**src/rtl/clk_rst_seq.sv**
```systemverilog
`default_nettype none
// ============================================================================
// Module      : clk_rst_seq
// Description : Reset sequencer and clock-enable generator on the PLL fast
//               clock. It synchronises the release of the board-level async
//               reset, holds the system reset for a fixed settle time, and
//               then issues a periodic one-cycle clock-enable with its phase.
// Revision    : 1.0 - initial release
// ============================================================================
module clk_rst_seq #(
   parameter int SYNC_STAGES = 2,     // reset-release synchronizer depth (>=2)
   parameter int HOLD_CYCLES = 1024,  // settle cycles after sync release (>=1)
   parameter int CNT_W       = 16,    // hold counter width, 2**CNT_W >= HOLD_CYCLES
   parameter int CE_DIV      = 7,     // clock-enable period in clk cycles (>=1)
   parameter int PH_W        = 3      // ce_phase width, max(1, $clog2(CE_DIV))
) (
   input  logic            clk,        // PLL fast clock
   input  logic            rst_n,      // async active-low board reset
   input  logic            soft_rst,   // sync active-high restart request
   output logic            sys_rst_n,  // registered system reset, active-low
   output logic            ce,         // one-cycle enable every CE_DIV cycles
   output logic [PH_W-1:0] ce_phase,   // position within the CE period
   output logic            ready       // set once the first ce has been issued
);

   // Two-state sequencer: HOLD keeps everything in reset, RUN generates ce.
   typedef enum logic [0:0] {
      ST_HOLD = 1'b0,
      ST_RUN  = 1'b1
   } state_t;

   // Terminal values for the hold counter and the phase counter.
   localparam logic [CNT_W-1:0] CNT_LAST = CNT_W'(HOLD_CYCLES - 1);
   localparam logic [PH_W-1:0]  PH_LAST  = PH_W'(CE_DIV - 1);
   localparam logic [PH_W-1:0]  PH_ONE   = PH_W'(1);
   // With a divide of 1 the enable is asserted on every RUN cycle,
   // including the very first one.
   localparam logic             CE_EVERY = (CE_DIV == 1);

   // Synchronizer chain
   logic [SYNC_STAGES-1:0] sync_q;
   logic [SYNC_STAGES-1:0] sync_d;
   logic                   sync_ok;

   // Sequencer state and hold counter
   state_t                 state_q;
   state_t                 state_d;
   logic [CNT_W-1:0]       cnt_q;
   logic [CNT_W-1:0]       cnt_d;

   // Registered outputs
   logic                   sys_rst_n_q;
   logic                   sys_rst_n_d;
   logic                   ce_q;
   logic                   ce_d;
   logic [PH_W-1:0]        ce_phase_q;
   logic [PH_W-1:0]        ce_phase_d;
   logic                   ready_q;
   logic                   ready_d;

   // Release synchronizer: shift a constant 1 in; the last stage qualifies
   // the hold counter. It is only cleared by rst_n, never by soft_rst, so a
   // soft restart does not repeat the synchronisation delay.
   always_comb begin
      sync_d = {sync_q[SYNC_STAGES-2:0], 1'b1};
   end

   assign sync_ok = sync_q[SYNC_STAGES-1];

   // Synchronizer flops with asynchronous clear.
   always_ff @(posedge clk or negedge rst_n) begin
      if (!rst_n) begin
         sync_q <= '0;
      end else begin
         sync_q <= sync_d;
      end
   end

   // Next-state and next-output logic. Every output is computed here and
   // registered below, so no input reaches an output combinationally.
   always_comb begin
      state_d     = state_q;
      cnt_d       = cnt_q;
      sys_rst_n_d = 1'b0;
      ce_d        = 1'b0;
      ce_phase_d  = '0;
      ready_d     = 1'b0;

      if (soft_rst) begin
         // Restart request dominates everything, including the HOLD
         // terminal count; outputs fall back to their reset values.
         state_d = ST_HOLD;
         cnt_d   = '0;
      end else begin
         case (state_q)
            ST_HOLD: begin
               // Count only once the synchronizer has released; the
               // terminal compare is qualified too so that a short hold
               // never bypasses synchronisation.
               if (sync_ok) begin
                  if (cnt_q == CNT_LAST) begin
                     state_d     = ST_RUN;
                     cnt_d       = '0;
                     sys_rst_n_d = 1'b1;
                     ce_phase_d  = '0;
                     ce_d        = CE_EVERY;
                     ready_d     = CE_EVERY;
                  end else begin
                     cnt_d = cnt_q + CNT_W'(1);
                  end
               end
            end

            ST_RUN: begin
               sys_rst_n_d = 1'b1;
               if (ce_phase_q == PH_LAST) begin
                  ce_phase_d = '0;
               end else begin
                  ce_phase_d = ce_phase_q + PH_ONE;
               end
               ce_d    = (ce_phase_d == PH_LAST);
               ready_d = ready_q | ce_d;
            end

            default: begin
               state_d = ST_HOLD;
               cnt_d   = '0;
            end
         endcase
      end
   end

   // State, counter and output registers with asynchronous clear.
   always_ff @(posedge clk or negedge rst_n) begin
      if (!rst_n) begin
         state_q     <= ST_HOLD;
         cnt_q       <= '0;
         sys_rst_n_q <= 1'b0;
         ce_q        <= 1'b0;
         ce_phase_q  <= '0;
         ready_q     <= 1'b0;
      end else begin
         state_q     <= state_d;
         cnt_q       <= cnt_d;
         sys_rst_n_q <= sys_rst_n_d;
         ce_q        <= ce_d;
         ce_phase_q  <= ce_phase_d;
         ready_q     <= ready_d;
      end
   end

   assign sys_rst_n = sys_rst_n_q;
   assign ce        = ce_q;
   assign ce_phase  = ce_phase_q;
   assign ready     = ready_q;

endmodule
`default_nettype wire

```
**config.mk**
```make
export PLATFORM = sky130hd
export DESIGN_NAME = clk_rst_seq
export DESIGN_NICKNAME = d
export VERILOG_FILES = /design/src/rtl/clk_rst_seq.sv
export SDC_FILE = /design/constraint.sdc
export NUM_CORES = 1
export LEC_CHECK = 0
export CAP_MARGIN = 40
export CORE_MARGIN = 10
export CORE_UTILIZATION = 56
export DETAILED_ROUTE_END_ITERATION = 16
export PLACE_DENSITY = 0.77
export SETUP_SLACK_MARGIN = 0.5
export SLEW_MARGIN = 10
export SYNTH_ARGS = -nofsm -noshare
export SYNTH_HDL_FRONTEND = slang
export SYNTH_SLANG_ARGS = --single-unit
```
**constraint.sdc**
```tcl
create_clock -name clk -period 2.8 [get_ports clk]
set_clock_uncertainty 0.2 [all_clocks]
set_input_delay 0.56 -clock clk [delete_from_list [all_inputs] [get_ports clk]]
set_output_delay 0.56 -clock clk [all_outputs]
set_load 0.005 [all_outputs]
```
# [Word level (Yosys, flattened, before mapping)]
# Index checks and enable logic that the tools add are counted.
[totals] ff_bits=25 input_bits=3 wordCells=36 out_inout_bits=6
[classes] n_addsub=2 mux=19 eq_ne=4 reduce_logical=2 bitwise=2
[op_table] cell="$mux W16" n=4
[op_table] cell="$add A16 B1 Y16 const B" n=1
[op_table] cell="$eq A16 B10 Y1 const B" n=1
[op_table] cell="$mux W3" n=4
[op_table] cell="$mux W1" n=7
[op_table] cell="$eq A3 B3 Y1 const B" n=2
[op_table] cell="$pmux W1 S2" n=3
[op_table] cell="$pmux W3 S2" n=1
[op_table] cell="$add A3 B1 Y3 const B" n=1
[op_table] cell="$ne A2 B2 Y1 const B" n=1
[op_table] cell="$reduce_and A2 Y1" n=1
[op_table] cell="$reduce_bool A2 Y1" n=1
[op_table] cell="$not A1 Y1" n=1
[op_table] cell="$or A1 B1 Y1" n=1

# [Longest topological paths before layout]
[logic_depth] ltp_word=8 depth_mapped=6 ltp_nobuf=5

# [Least setup slack after synthesis]
# No wires, ideal clock.
[synth_timing] path_type="reg2reg" start="register cnt_q[0]" end="register cnt_q[14]" path_stages_with_launch=6 setup_slack_ns=0.696 path_buffers=0 synth_period_minus_slack_ns=2.104 t_arrival_ns=1.779 required_time_ns=2.475 setup_time_ns=0.125 cell_sequence="dfrtp_1 > ha_1 > or3b_2 > nor4_4 > o31ai_1 > mux2_2"
[synth_between] elab_chain_len=5 elab_cells_between_ends=6 classes_between="1 x add/sub; 1 x eq/ne; 4 x mux"
[synth_rtl] item="from (decl)" line_no="48" source="logic [CNT_W-1:0] cnt_q;"
[synth_rtl] item="from (signal assigned)" line_no="144" source="cnt_q <= cnt_d;"
[synth_rtl] item="$add A16 B1 Y16 or $eq A16 B10 Y1 (tied branches)" line_no="109, 101"
[synth_rtl] item="$mux W16 (*)" line_no="101" source="if (cnt_q == CNT_LAST) begin"
[synth_rtl] item="$mux W16 (*)" line_no="100" source="if (sync_ok) begin"
[synth_rtl] item="$mux W16 (*)" line_no="95" source="case (state_q)"
[synth_rtl] item="$mux W16 (*)" line_no="89" source="if (soft_rst) begin"
# Mark *: on every way between the ends. The rest lies on a longest branch, timed or not. The select of a mux whose other input is x is not followed.
# A chain may end at the register's enable or synchronous reset.

# [Worst setup path in the final report]
# Same ends and word-level chain as after synthesis.

==> metrics.md <==
| Metric | Value |
|---|---|
| CP required | `2.82 ns` |
| Mapped Area | `0.00121 mm2` |
| Max FO, Critical Path | `7` |
| Total Neg Setup Slack | `0 ns` |
| Die H | `66.4 um` |
| Reg2reg setup slack | `0.59 ns` |
| Cells after Synth | `116` |
| P&R area growth vs syn | `14.4%` |
| Ant diodes | `0` |
| Layout cells sized above 1 | `0.141` |
| Post-Synthesis Mean Instance Area | `10.4 um2` |
| Hold-fix buffers, CTS | `0` |
| Psw | `128 uW` |
| Pwr Density | `413 mW/mm2` |
| Clock power frac | `0.320` |
| Full die area | `0.00441 mm2` |
| Status | `completed` |
| Initial Util | `0.603` |
| Post-route ant nets | `0` |
| Drt pass-1 iters | `4` |
| Crit path capture type | `register` |
| Gpl congestion | `0.823` |
| Setup crit end | `cnt_q[14]` |
| Final HPWL from detailed placement | `1660 um` |
| Crit. Startpoint | `cnt_q[0]` |
| H-Tree Depth | `1` |
| Worst path arrival time | `2.23 ns` |
| Synthesis-stage register bit count | `24` |
| Lkg Pwr | `0.000551 uW` |
| Global route overflow | `0` |
| Synth Warn # | `0` |
| WL final | `2310 um` |
| Row cnt | `16` |
| Synth Flop Type | `dfrtp_1` |
| Synthesized Nets | `120` |
| Commonest non-fill, non-tap cell in the layout | `dfrtp_1` |
| Sw Ratio | `0.225` |
| DR iter-0 viols | `49` |
| Routed vias | `917` |
| Clk_lat worst skew | `0.32 ns` |
| Routed vias/inst | `5.92` |
| Fin crit share | `0.789` |
| RSZ-0062 raised after global routing | `yes` |
| Worst-path clk slew | `0.13 ns` |
| Num CTS Buffers | `3` |
| # DRC | `0` |
| Logic pwr share | `0.057` |
| Max-cap check violation count | `0` |
| VDD IR-drop max | `0.256 mV` |
| Sequential Power Share | `0.623` |
| Commonest non-fill, non-tap cells in the layout | `24 x dfrtp_1, 11 x nor2_1, 8 x xor2_1, 8 x clkdlybuf4s50_1, 7 x a21oi_1` |
| Reg2Reg Launch Point | `cnt_q[0]` |
| Final Core Density | `0.689` |
| Clk sinks | `24` |
| First-pass GRT wire length | `4150 um` |
| Drt wl/cell | `14.9 um` |
| Core region area | `0.00200 mm2` |
| Final hold vios | `0` |
| Post-synth ARST share | `1.00` |
| Max clock buf depth | `2` |
| Initial antenna violation count | `0` |
| Largest net degree at the start of global routing | `25` |
| Unique masters post-synth | `37` |
| Sequential fraction of the synthesis area | `0.498` |
| Final #Nets | `133` |
| Die span in x | `66.4 um` |
| Final setup fails | `0` |
| Worst setup path class | `reg2reg` |
| Final Max Tran Viols | `0` |
| IO buf count | `8` |
| Maximum clock rate | `453 MHz` |
| Fin crit period | `2.21 ns` |
| TritonCTS clock tree | `yes` |
| Startpoint Class | `register` |
| P_int | `442 uW` |
| Worst R2R End | `cnt_q[14]` |
| Worst Reg-to-Reg Cells | `6` |
| CTS root buf | `clkbuf_4` |
| Vias in the first global route | `899` |
| GR Util All Layers | `0.121` |
| EDFF count, synth | `0` |
| Worst min path class | `reg2reg` |
| I/O pin count | `9` |
worst max-delay path, cell delays in order, from the launching register on:
cell     delay (ns)
dfrtp_1        0.46
ha_4           0.20
or3b_2         0.48
nor4_4         0.24
buf_4          0.19
o31ai_1        0.09
mux2_2         0.27
worst min path at each step:
stage,from,endpoint,slack [ns],cells past startpoint
finish,sync_q[0],sync_q[1],0.17,0
global route,sync_q[0],sync_q[1],0.20,0
CTS,sync_q[0],sync_q[1],0.18,0
detailed placement,sync_q[0],sync_q[1],0.15,0
global placement,sync_q[0],sync_q[1],0.13,0
floorplan,rst_n,ce,0.06,0
flip-flops by register name, indices dropped and copies added, names as in the netlist:
| signal | count |
|---|---|
| ce_phase | 3 |
| ready | 1 |
| state_q | 1 |
| sync_q | 2 |
| cnt_q | 16 |
| ce | 1 |
through the flow:
| stage | std cells | setup WS, ns | hold slack (ns) | total power (uW) | cell area (um2) |
|---|---|---|---|---|---|
| final | 155 | 0.592 | 0.174 | 570 | 1380 |
| after global placement | 149 | 0.423 | 0.135 | 390 | 1310 |
| after CTS | 155 | 0.521 | 0.176 | 573 | 1360 |
| after floorplan | 116 | 0.696 | 0.0644 | 378 | 1210 |
| after detailed placement | 149 | 0.389 | 0.145 | 392 | 1310 |
| after global routing | 155 | 0.465 | 0.195 | 594 | 1380 |
area by class of cell:
| type | count | area [um2] |
|---|---|---|
| fill | 164 | 622 |
| sequential | 24 | 601 |
| multi-input combinational | 87 | 599 |
| timing repair buffer | 11 | 103 |
| clock buffer | 4 | 36.3 |
| tap | 27 | 33.8 |
| inverter | 2 | 7.51 |
power by group through the flow:
| stage | clock, uW | sequential, uW | combinational [uW] |
|---|---|---|---|
| after floorplan | 0 | 360 | 17.6 |
| after global placement | 0 | 360 | 30.1 |
| after detailed placement | 0 | 361 | 30.9 |
| after CTS | 188 | 354 | 31.1 |
| after global routing | 202 | 356 | 35.7 |
| final | 183 | 355 | 32.4 |
repair_timing:
action	in CTS	in global routing
buffers inserted	2	0
endpoints found under the setup margin	10	15
resized for setup	0	4
pin swaps	1	0
cells by family after synthesis:
kind of cell | Yosys count | share of synthesized area
other | 1 | 0.00311
adders and majority gates | 1 | 0.0104
muxes | 2 | 0.0187
DFF | 24 | 0.498
and+or+nand+nor | 49 | 0.248
AOI/OAI and AO/OA | 26 | 0.145
buffers and inverters | 5 | 0.0187
xor gates and xnor gates | 8 | 0.0581
cells in the mapped netlist (all sizes together), types with 3 or more instances:
master	count	area, um2
dfrtp	24	601
nor2	12	47.6
xor2	8	70.1
a21oi	7	35.0
nor4	6	52.6
nand4	5	31.3
nand2	4	15.0
nand2b	4	25.0
o211ai	4	30.0
o21ai	4	20.0
nor2b	3	18.8
or3	3	20.0
routing by layer:
metal	share of wire	routed length, um	global-route usage
met4	0.016	38	0.0471
met2	0.47	1090	0.191
met3	0.037	85	0.0339
met1	0.47	1090	0.150
met5	0	0	0
Power figures use the tool's default switching activity.
